<file path="config.mk">
export PLATFORM = sky130hd
export DESIGN_NAME = aes_inv_mixcol_seq
export DESIGN_NICKNAME = d
export VERILOG_FILES = /design/src/rtl/aes_gf_pkg.sv /design/src/rtl/aes_xtime_x4.sv /design/src/rtl/aes_inv_mixcol_seq.sv
export SDC_FILE = /design/constraint.sdc
export NUM_CORES = 1
export LEC_CHECK = 0
export BUFFER_PORTS_ARGS = -buffer_cell sky130_fd_sc_hd__buf_2
export CAP_MARGIN = 20
export CORE_MARGIN = 3
export CORE_UTILIZATION = 61
export DETAILED_ROUTE_END_ITERATION = 7
export PLACE_DENSITY = 0.85
export RECOVER_POWER = 50
export SLEW_MARGIN = 20
export SYNTH_ARGS = -nofsm -noshare
export SYNTH_HDL_FRONTEND = slang
export SYNTH_SLANG_ARGS = --single-unit
</file>
<file path="constraint.sdc">
create_clock -name clk -period 2.7 [get_ports clk]
set_input_delay 0.135 -clock clk [delete_from_list [all_inputs] [get_ports clk]]
set_output_delay 0.135 -clock clk [all_outputs]
set_load 0.01 [all_outputs]
</file>
<file path="src/rtl/aes_gf_pkg.sv">
// Shared GF(2^8) helpers and types for the AES InvMixColumns datapath.
package aes_gf_pkg;

  localparam logic [7:0]  AES_RED_CONST = 8'h1B;
  localparam int unsigned NUM_BYTES     = 4;

  // Row index of each byte within a column; row 0 lives in bits [31:24].
  localparam logic [1:0] COL_B0 = 2'd0;
  localparam logic [1:0] COL_B1 = 2'd1;
  localparam logic [1:0] COL_B2 = 2'd2;
  localparam logic [1:0] COL_B3 = 2'd3;

  typedef enum logic [1:0] {
    IDLE = 2'd0,
    DBL  = 2'd1,
    OUT  = 2'd2
  } imc_state_e;

  // Multiply a byte by x modulo x^8+x^4+x^3+x+1.
  function automatic logic [7:0] xtime(input logic [7:0] b);
    return {b[6:0], 1'b0} ^ (b[7] ? AES_RED_CONST : 8'h00);
  endfunction

  // Extract the byte of a column that belongs to row idx.
  function automatic logic [7:0] col_byte(input logic [31:0] w, input logic [1:0] idx);
    logic [3:0][7:0] v;
    v = w;
    return v[2'd3 - idx];
  endfunction

endpackage

</file>
<file path="src/rtl/aes_xtime_x4.sv">
// Four-lane combinational xtime over a 32-bit column.
module aes_xtime_x4
  import aes_gf_pkg::*;
(
  input  logic [31:0] word_i,
  output logic [31:0] word_o
);

  logic [3:0][7:0] lanes_in;
  logic [3:0][7:0] lanes_out;

  assign lanes_in = word_i;
  assign word_o   = lanes_out;

  // Independent doubling of every byte lane.
  always_comb begin
    lanes_out = '0;
    for (int unsigned i = 0; i < NUM_BYTES; i++) begin
      lanes_out[i[1:0]] = xtime(lanes_in[i[1:0]]);
    end
  end

endmodule

</file>
<file path="src/rtl/aes_inv_mixcol_seq.sv">
// Sequential AES InvMixColumns: one column in, three doubling cycles, one
// column out. Define AES_INVMIX_FWD_EN to add a mode port selecting forward
// MixColumns (mode=1) with identical timing.
module aes_inv_mixcol_seq
  import aes_gf_pkg::*;
(
  input  logic        clk,
  input  logic        rst_n,
  input  logic        in_valid,
  output logic        in_ready,
  input  logic [31:0] in_col,
  output logic        out_valid,
  input  logic        out_ready,
  output logic [31:0] out_col
`ifdef AES_INVMIX_FWD_EN
  ,
  input  logic        mode
`endif
);

  imc_state_e  state_q;
  logic [1:0]  cnt_q;
  logic [31:0] a_q, x2_q, x4_q, x8_q;
  logic [31:0] out_col_q;
  logic        out_valid_q;
  logic        in_ready_q;
`ifdef AES_INVMIX_FWD_EN
  logic        mode_q;
`endif

  logic [31:0] dbl_in;
  logic [31:0] dbl_out;
  logic [31:0] result_d;

  assign in_ready  = in_ready_q;
  assign out_valid = out_valid_q;
  assign out_col   = out_col_q;

  // Inverse mix: row r uses coefficient index (c - r) mod 4 over {0E,0B,0D,09}.
  function automatic logic [31:0] inv_mix(input logic [31:0] a, input logic [31:0] x2,
                                          input logic [31:0] x4, input logic [31:0] x8);
    logic [3:0][7:0] m09, m0b, m0d, m0e, res;
    logic [7:0]      acc;
    logic [1:0]      k;
    res = '0;
    for (int unsigned i = 0; i < NUM_BYTES; i++) begin
      m09[i[1:0]] = col_byte(x8, i[1:0]) ^ col_byte(a, i[1:0]);
      m0b[i[1:0]] = col_byte(x8, i[1:0]) ^ col_byte(x2, i[1:0]) ^ col_byte(a, i[1:0]);
      m0d[i[1:0]] = col_byte(x8, i[1:0]) ^ col_byte(x4, i[1:0]) ^ col_byte(a, i[1:0]);
      m0e[i[1:0]] = col_byte(x8, i[1:0]) ^ col_byte(x4, i[1:0]) ^ col_byte(x2, i[1:0]);
    end
    for (int unsigned r = 0; r < NUM_BYTES; r++) begin
      acc = '0;
      for (int unsigned c = 0; c < NUM_BYTES; c++) begin
        k = c[1:0] - r[1:0];
        case (k)
          COL_B0:  acc = acc ^ m0e[c[1:0]];
          COL_B1:  acc = acc ^ m0b[c[1:0]];
          COL_B2:  acc = acc ^ m0d[c[1:0]];
          default: acc = acc ^ m09[c[1:0]];
        endcase
      end
      res[2'd3 - r[1:0]] = acc;
    end
    return res;
  endfunction

`ifdef AES_INVMIX_FWD_EN
  // Forward mix: row r uses coefficient index (c - r) mod 4 over {02,03,01,01}.
  function automatic logic [31:0] fwd_mix(input logic [31:0] a, input logic [31:0] x2);
    logic [3:0][7:0] res;
    logic [7:0]      acc;
    logic [1:0]      k;
    res = '0;
    for (int unsigned r = 0; r < NUM_BYTES; r++) begin
      acc = '0;
      for (int unsigned c = 0; c < NUM_BYTES; c++) begin
        k = c[1:0] - r[1:0];
        case (k)
          COL_B0:  acc = acc ^ col_byte(x2, c[1:0]);
          COL_B1:  acc = acc ^ col_byte(x2, c[1:0]) ^ col_byte(a, c[1:0]);
          default: acc = acc ^ col_byte(a, c[1:0]);
        endcase
      end
      res[2'd3 - r[1:0]] = acc;
    end
    return res;
  endfunction
`endif

  // Select the operand of the shared doubler for the current DBL step.
  // Counter value 3 never occurs; it routes X8 so the register stays observable.
  always_comb begin
    dbl_in = '0;
    case (cnt_q)
      2'd0:    dbl_in = a_q;
      2'd1:    dbl_in = x2_q;
      2'd2:    dbl_in = x4_q;
      default: dbl_in = x8_q;
    endcase
  end

  aes_xtime_x4 u_xtime (
    .word_i (dbl_in),
    .word_o (dbl_out)
  );

  // Final combine, using the X8 value being registered on the last step.
  always_comb begin
    result_d = inv_mix(a_q, x2_q, x4_q, dbl_out);
`ifdef AES_INVMIX_FWD_EN
    if (mode_q) begin
      result_d = fwd_mix(a_q, x2_q);
    end
`endif
  end

  // Control FSM and datapath registers.
  always_ff @(posedge clk) begin
    if (!rst_n) begin
      state_q     <= IDLE;
      cnt_q       <= '0;
      a_q         <= '0;
      x2_q        <= '0;
      x4_q        <= '0;
      x8_q        <= '0;
      out_col_q   <= '0;
      out_valid_q <= 1'b0;
      in_ready_q  <= 1'b1;
`ifdef AES_INVMIX_FWD_EN
      mode_q      <= 1'b0;
`endif
    end else begin
      case (state_q)
        IDLE: begin
          if (in_valid) begin
            a_q        <= in_col;
            cnt_q      <= '0;
            in_ready_q <= 1'b0;
            state_q    <= DBL;
`ifdef AES_INVMIX_FWD_EN
            mode_q     <= mode;
`endif
          end
        end
        DBL: begin
          case (cnt_q)
            2'd0: begin
              x2_q  <= dbl_out;
              cnt_q <= 2'd1;
            end
            2'd1: begin
              x4_q  <= dbl_out;
              cnt_q <= 2'd2;
            end
            default: begin
              x8_q        <= dbl_out;
              out_col_q   <= result_d;
              out_valid_q <= 1'b1;
              cnt_q       <= '0;
              state_q     <= OUT;
            end
          endcase
        end
        OUT: begin
          if (out_ready) begin
            out_valid_q <= 1'b0;
            in_ready_q  <= 1'b1;
            state_q     <= IDLE;
          end
        end
        default: begin
          state_q    <= IDLE;
          in_ready_q <= 1'b1;
        end
      endcase
    end
  end

endmodule

</file>
# After elaboration in Yosys (flattened, before gate mapping)
# Cells that the tools add are included.
# totals
reg_bits	166
latchBits	0
ram_bits	0
romBits	0
in_bits	36
out_inout_bits	34
elab_cells	89
memories	0
# op_classes
add_sub_neg	0
multipliers	0
n_div	0
magnitude_cmp	0
eq_ne	7
n_shift	0
muxes	18
bitwise	42
n_reduce_logical	13
# op_table
cell	count
XOR 8 bit	40
one-hot mux 32 bit (3 select lines)	1
2-to-1 mux 5 bit	4
AND reduction 2 bit	5
AND reduction 3 bit	3
2-to-1 mux 2 bit	4
one-hot mux 2 bit (2 select lines)	2
!= test 2 bit (second input constant)	3
one-hot mux 2 bit (3 select lines)	1
== test 2 x 1 -> 1 bit (second input constant)	2
== test 2 bit (second input constant)	2
logical NOT 2 bit	2
2-to-1 mux 1 bit	4
nonzero test 2 bit	2
one-hot mux 1 bit (3 select lines)	1
NOT 1 bit	2
one-hot mux 1 bit (2 select lines)	1
OR reduction 2 bit	1

# Depth between registers and ports, before layout
# logic_depth
depth_word	9
mapped_depth	11
mapped_depth_nobuf	6

# Cells and area by module
# From an unflattened synthesis, not the netlist that was laid out.
# hier_totals
hier_cells	927
hier_area_um2	9008.6
# by_module_without_submodules
module	instances	cells_each	area_per_inst_um2	seq_area_each_um2
aes_inv_mixcol_seq	1	895	8753.4	3323.2
aes_xtime_x4	1	32	255.2	0.0

# Worst setup path before layout
# OpenSTA, ideal clock, no wires.
# synth_timing
kind	register to register
startpoint	reg cnt_q[1]
endpoint	reg out_col_q[12], in the netlist out_col[12]
setup_ns	0.060
t_arrival_ns	2.393
required_time_ns	2.640
path_slack_ns	0.247
path_stages_with_launch	9
n_path_buf	2
synth_period_minus_slack_ns	2.453
path_cell_list	dfxtp_1 -> buf_6 -> mux4_2 -> buf_6 -> xnor2_4 -> xnor3_1 -> xnor3_1 -> o21ai_1 -> and2_1
# synth_via
elab_chain_cells	9
elab_cells_between_ends	25
classes_between	2 x eq/ne; 5 x mux; 15 x bitwise; 3 x reduce/logical
# synth_rtl
item	line	source
from (decl)	aes_inv_mixcol_seq.sv:22	logic [1:0] cnt_q;
from (signal assigned)	aes_inv_mixcol_seq.sv:122	cnt_q <= '0;
from (signal assigned)	aes_inv_mixcol_seq.sv:138	cnt_q <= '0;
from (signal assigned)	aes_inv_mixcol_seq.sv:150	cnt_q <= 2'd1;
== test 2 bit, or another cell as far along	aes_inv_mixcol_seq.sv:95	case (cnt_q)
one-hot mux 32 bit (3 select lines)	aes_inv_mixcol_seq.sv:95	
2-to-1 mux 5 bit	aes_gf_pkg.sv:21	return {b[6:0], 1'b0} ^ (b[7] ? AES_RED_CONST : 8'h00);
XOR 8 bit	aes_gf_pkg.sv:21	
XOR 8 bit (2 in a row)	aes_inv_mixcol_seq.sv:49	m0d[i[1:0]] = col_byte(x8, i[1:0]) ^ col_byte(x4, i[1:0]) ^ col_byte(a, i[1:0]);
XOR 8 bit	aes_inv_mixcol_seq.sv:60	default: acc = acc ^ m09[c[1:0]];
XOR 8 bit	aes_inv_mixcol_seq.sv:57	COL_B0: acc = acc ^ m0e[c[1:0]];
XOR 8 bit	aes_inv_mixcol_seq.sv:58	COL_B1: acc = acc ^ m0b[c[1:0]];
to (signal assigned)	aes_inv_mixcol_seq.sv:158	out_col_q <= result_d;
to (decl)	aes_inv_mixcol_seq.sv:24	logic [31:0] out_col_q;
# Several ways; a longest one is shown, not always the timed one.
# A chain may end at the register's enable or synchronous reset.

# Worst setup path after layout
# layout_timing
startpoint	reg cnt_q[1]
endpoint	reg out_col_q[30], in the netlist out_col[30]
# layout_via
elab_chain_cells	8
elab_cells_between_ends	21
classes_between	2 x eq/ne; 1 x mux; 15 x bitwise; 3 x reduce/logical
# layout_rtl
item	line	source
== test 2 bit, or another cell as far along	aes_inv_mixcol_seq.sv:95	
one-hot mux 32 bit (3 select lines)	aes_inv_mixcol_seq.sv:95	
XOR 8 bit	aes_gf_pkg.sv:21	
XOR 8 bit, on equally long branches (2 in a row)	aes_inv_mixcol_seq.sv:50, aes_inv_mixcol_seq.sv:48	
XOR 8 bit	aes_inv_mixcol_seq.sv:58	
XOR 8 bit	aes_inv_mixcol_seq.sv:59	COL_B2: acc = acc ^ m0d[c[1:0]];
XOR 8 bit	aes_inv_mixcol_seq.sv:60	
# Several ways; a longest one is shown, not always the timed one.

==> results.txt <==
The initial core utilization came out at 0.636. Signal routing reaches up to met4. The signal arrival time at the worst endpoint is a little under 3 ns. The final instance area came out at between 10,000 and 15,000 sq um. In the detailed route, the total length drawn on met3 is slightly above 2000 um.

The number of antenna-violating nets in the routed design is 0. The internal power came out at roughly 4.6 mW. The achievable frequency came out at 0.385 GHz. The total setup violations reported at the end of the flow is 0.

The clock transition at the registers of the reported paths is roughly 0.06 ns. The worst setup path is captured at a register. The worst setup path is launched from a register. The required arrival time at the worst endpoint came out at ~3 ns.

In this run the worst path has a maximum fanout of 20. The count of flip-flops with a built-in enable after synthesis came out at 0. The instance area at placement came out at around 9500 sq um. The share of flip-flops with an asynchronous set or reset after synthesis is 0. The global placement routability congestion came out at approximately 0.93. The aggregate global-route resource usage came out at 0.292.

The flow ran to the end, and the final reports show no timing, DRC or antenna violations. In this run the power density over the cells is about 620 nW/um^2. The total design power is around 6.5 mW. The layout overhead on the synthesized area came out at 16.2%. For this design, the sink count on the clock tree is ~170. The average wire per standard cell is between 15 and 20 um.

The sum of negative setup slack came out at 0 ns. The floorplan step defined a core boundary enclosing roughly 14,000 sq um. The width of the die is roughly 130 um.

The clock latency on the worst-skew pair came out at 0.44 ns. Measured along the y axis, the die boundary spans 127 um. The met1 routed wirelength after detailed routing came out at 9900 um. At the end of the flow, the number of nets in the layout was roughly 1,100. The number of cells on the worst hold path came out at 4. The number of distinct library cells after synthesis is between 40 and 50. Among all flip-flop cells after synthesis, the most frequent one is sky130_fd_sc_hd__dfxtp_1. The depth of the most critical reg-to-reg path came out at 8.

The share of power burned in registers came out at 0.406. At the pin with the least slew margin, the transition time is ~0.9 ns. The boundary pin count is 70.

The via count of the first global-routing pass is around 6,800. The smallest clock period supported by the final layout is computed as around 2.6 ns. The aggregate global routing overflow came out at 0. The count of state elements after synthesis is 166. The CTS tree is done. The clock arrives with 0.00806 ns of skew. The instance count of the mapped netlist is 920. The proportion of power drawn by the clock network came out at 0.352. The combinational share of power is 0.242. The number of buffers on the longest clock path came out at 2. The CTS buffer count is 17. The ratio of cells with drive above 1 in the final layout is 0.160. In this run the worst hold path is classified as in2reg. The hold violation total from the final report is 0. The deepest level of the CTS H-tree came out at 4.

Setup repair after global routing could not meet its margin everywhere. The cell chosen for the clock root is sky130_fd_sc_hd__clkbuf_16. The number of antenna violations at the first check in global routing is 0.

The net switching power figure is around 1.8 mW. For this design the static power due to leakage is between 4 and 5 nW. In the routed design, unresolved DRC markers number 0. The worst relative slew slack is 0.408.

The pin count of the biggest net entering global routing is ~100. VDD sags by at most roughly 500 uV. Fill cells in the final layout number 970. The row count came out at 43. The routed layout has ~7,000 vias.

The synthesized net count came out at approximately 960. The via count normalized by instance count came out at approximately 5.8. The share of the cycle needed by the critical path after routing came out at 0.961. The number of antenna diodes in the final layout is 0. The total of buffers placed on input and output ports came out at between 60 and 70. The DRC marker count from the first detailed-route iteration is about 730. The wire-length estimate of the detail-placed layout is approximately 15,000 um. The portion of the post-synthesis area used by sequential elements is 0.371. The average size of a mapped cell is ~9.7 sq um. The count of final max-slew check failures is 0.

For this run, the number of Yosys warnings is 0. The fraction of power spent switching nets came out at 0.284. The floorplan die area came out at about 16,000 sq um. The post-detailed-routing wire length is 23,200 um. The number of maximum-capacitance violations is 0.

For this run, the detailed router's first-pass iteration total came to 8. The met2 wire length is about 11,000 um. Once layout is complete, the utilization of the core stands at 0.738. The worst-case hold slack is approximately 0.024 ns. The synthesized cell area came out at roughly 9000 sq um. The setup path with the least slack is of type reg2reg.

The wire length of the first global-routing pass is about 37,000 um.
[layout make-up]
cell class / count / area (sq um) / share of cell area
Multi-Input combinational cell: 688 / 5330 / 0.512
Sequential cell: 166 / 3330 / 0.320
Timing Repair Buffer: 139 / 971 / 0.0933
Clock buffer: 25 / 505 / 0.0486
Tap cell: 180 / 225 / 0.0216
Clock inverter: 7 / 45.0 / 0.00433
Inverter: 2 / 7.51 / 0.000721
[flip-flops by register name, summed over array words and instances (netlist names)]
register and cells:
out_valid 1, x8_q 32, cnt_q 2, a_q 32, x2_q 32, state_q 2
in_ready 1, out_col 32, x4_q 32
[cells in the mapped netlist (2+ instances only)]
library cell | instances | area (sq um)
sky130_fd_sc_hd__nand2_1 | 245 | 920
sky130_fd_sc_hd__dfxtp_1 | 166 | 3320
sky130_fd_sc_hd__xnor2_1 | 124 | 1090
sky130_fd_sc_hd__a21boi_0 | 95 | 713
sky130_fd_sc_hd__clkbuf_1 | 48 | 180
sky130_fd_sc_hd__xor2_1 | 35 | 307
sky130_fd_sc_hd__o211a_1 | 33 | 330
sky130_fd_sc_hd__mux4_2 | 31 | 698
sky130_fd_sc_hd__nand3_1 | 20 | 100
sky130_fd_sc_hd__xnor3_1 | 14 | 315
sky130_fd_sc_hd__o21ai_0 | 13 | 65.1
sky130_fd_sc_hd__o21ai_1 | 12 | 60.1
sky130_fd_sc_hd__nor2_1 | 10 | 37.5
sky130_fd_sc_hd__xnor2_2 | 10 | 163
sky130_fd_sc_hd__buf_6 | 8 | 90.1
sky130_fd_sc_hd__or3_1 | 7 | 43.8
sky130_fd_sc_hd__nand4_1 | 6 | 37.5
sky130_fd_sc_hd__nor3b_1 | 5 | 37.5
sky130_fd_sc_hd__and2_1 | 4 | 25.0
sky130_fd_sc_hd__buf_4 | 4 | 30.0
sky130_fd_sc_hd__xnor2_4 | 4 | 110
sky130_fd_sc_hd__mux2i_1 | 3 | 30.0
sky130_fd_sc_hd__buf_8 | 2 | 30.0
sky130_fd_sc_hd__inv_1 | 2 | 7.51
sky130_fd_sc_hd__nor2b_1 | 2 | 12.5
sky130_fd_sc_hd__xor2_2 | 2 | 32.5
[critical path: stages, from the launching register on]
cell and delay [ns]:
sky130_fd_sc_hd__dfxtp_2 0.40, sky130_fd_sc_hd__buf_12 0.21, sky130_fd_sc_hd__buf_4 0.24, sky130_fd_sc_hd__mux4_2 0.60
sky130_fd_sc_hd__xor2_1 0.22, sky130_fd_sc_hd__xnor2_1 0.30, sky130_fd_sc_hd__xnor2_1 0.14, sky130_fd_sc_hd__xnor2_1 0.24
sky130_fd_sc_hd__o21ai_1 0.12
[path summary, 6_finish.rpt]
path / start / end / slack (ns)
worst max register to register: cnt_q[1]$_SDFFE_PN0P_ / out_col[30]$_SDFFE_PN0P_ / 0.11
worst min register to register: out_col[29]$_SDFFE_PN0P_ / out_col[29]$_SDFFE_PN0P_ / 0.45
worst min-delay path: out_ready / state_q[1]$_SDFFE_PN0P_ / 0.02
worst max-delay path: cnt_q[1]$_SDFFE_PN0P_ / out_col[30]$_SDFFE_PN0P_ / 0.11
[per-stage QoR]
| stage | std cells | worst slack, ns |
|---|---|---|
| 2_1_floorplan | 920 | 0.247 |
| 6_report | 1207 | 0.106 |
| 3_3_place_gp | 1142 | 0.0270 |
| 5_1_grt | 1207 | -0.0314 |
| 4_1_cts | 1206 | 0.0214 |
| 3_5_place_dp | 1142 | 0.0101 |
[layer usage]
metal / global-route usage / vias to the layer above
li1: - / 3275
met1: 0.393 / 3390
met2: 0.459 / 338
met3: 0.0803 / 34
met4: 0.0953 / 0
met5: 0 / -
[kinds of logic (layout without fill, tap and decap cells)]
group,Yosys count,count (layout),synth area share
buffers and inverters,66,173,0.0387
AND/OR/NAND/NOR,304,304,0.139
flip-flops,166,166,0.371
multiplexers,35,35,0.0842
AO/OA/AOI/OAI,157,157,0.134
XOR/XNOR,192,192,0.233
[placed cells by master (no fill, tap or decap), types with 17 or more instances in the layout]
master and n:
sky130_fd_sc_hd__a21boi_0 95, sky130_fd_sc_hd__buf_2 34, sky130_fd_sc_hd__buf_4 35, sky130_fd_sc_hd__clkbuf_1 37
sky130_fd_sc_hd__clkbuf_16 17, sky130_fd_sc_hd__dfxtp_1 164, sky130_fd_sc_hd__dlygate4sd3_1 31, sky130_fd_sc_hd__mux4_2 32
sky130_fd_sc_hd__nand2_1 245, sky130_fd_sc_hd__nand3_1 20, sky130_fd_sc_hd__o211a_1 33, sky130_fd_sc_hd__xnor2_1 123
sky130_fd_sc_hd__xor2_1 35
[power by group through the flow]
stage | clock (mW) | sequential, mW | combinational (mW)
floorplan | 0 | 2.65 | 1.19
global placement | 0 | 2.68 | 1.44
detailed placement | 0 | 2.68 | 1.47
CTS | 2.28 | 2.63 | 1.54
global route | 2.39 | 2.64 | 1.68
finish | 2.28 | 2.63 | 1.56
[repair_timing]
| action | 4_1_cts | 5_1_grt |
|---|---|---|
| hold buffers | 31 | 0 |
| gates resized for setup | 1 | 4 |
| endpoints found under the setup margin | 1 | 6 |
| buffers inserted | 1 | 1 |
| pin swaps | 0 | 1 |
| endpoints found under the hold margin | 31 | 0 |
Note: power is estimated with default switching activity, not from simulation.
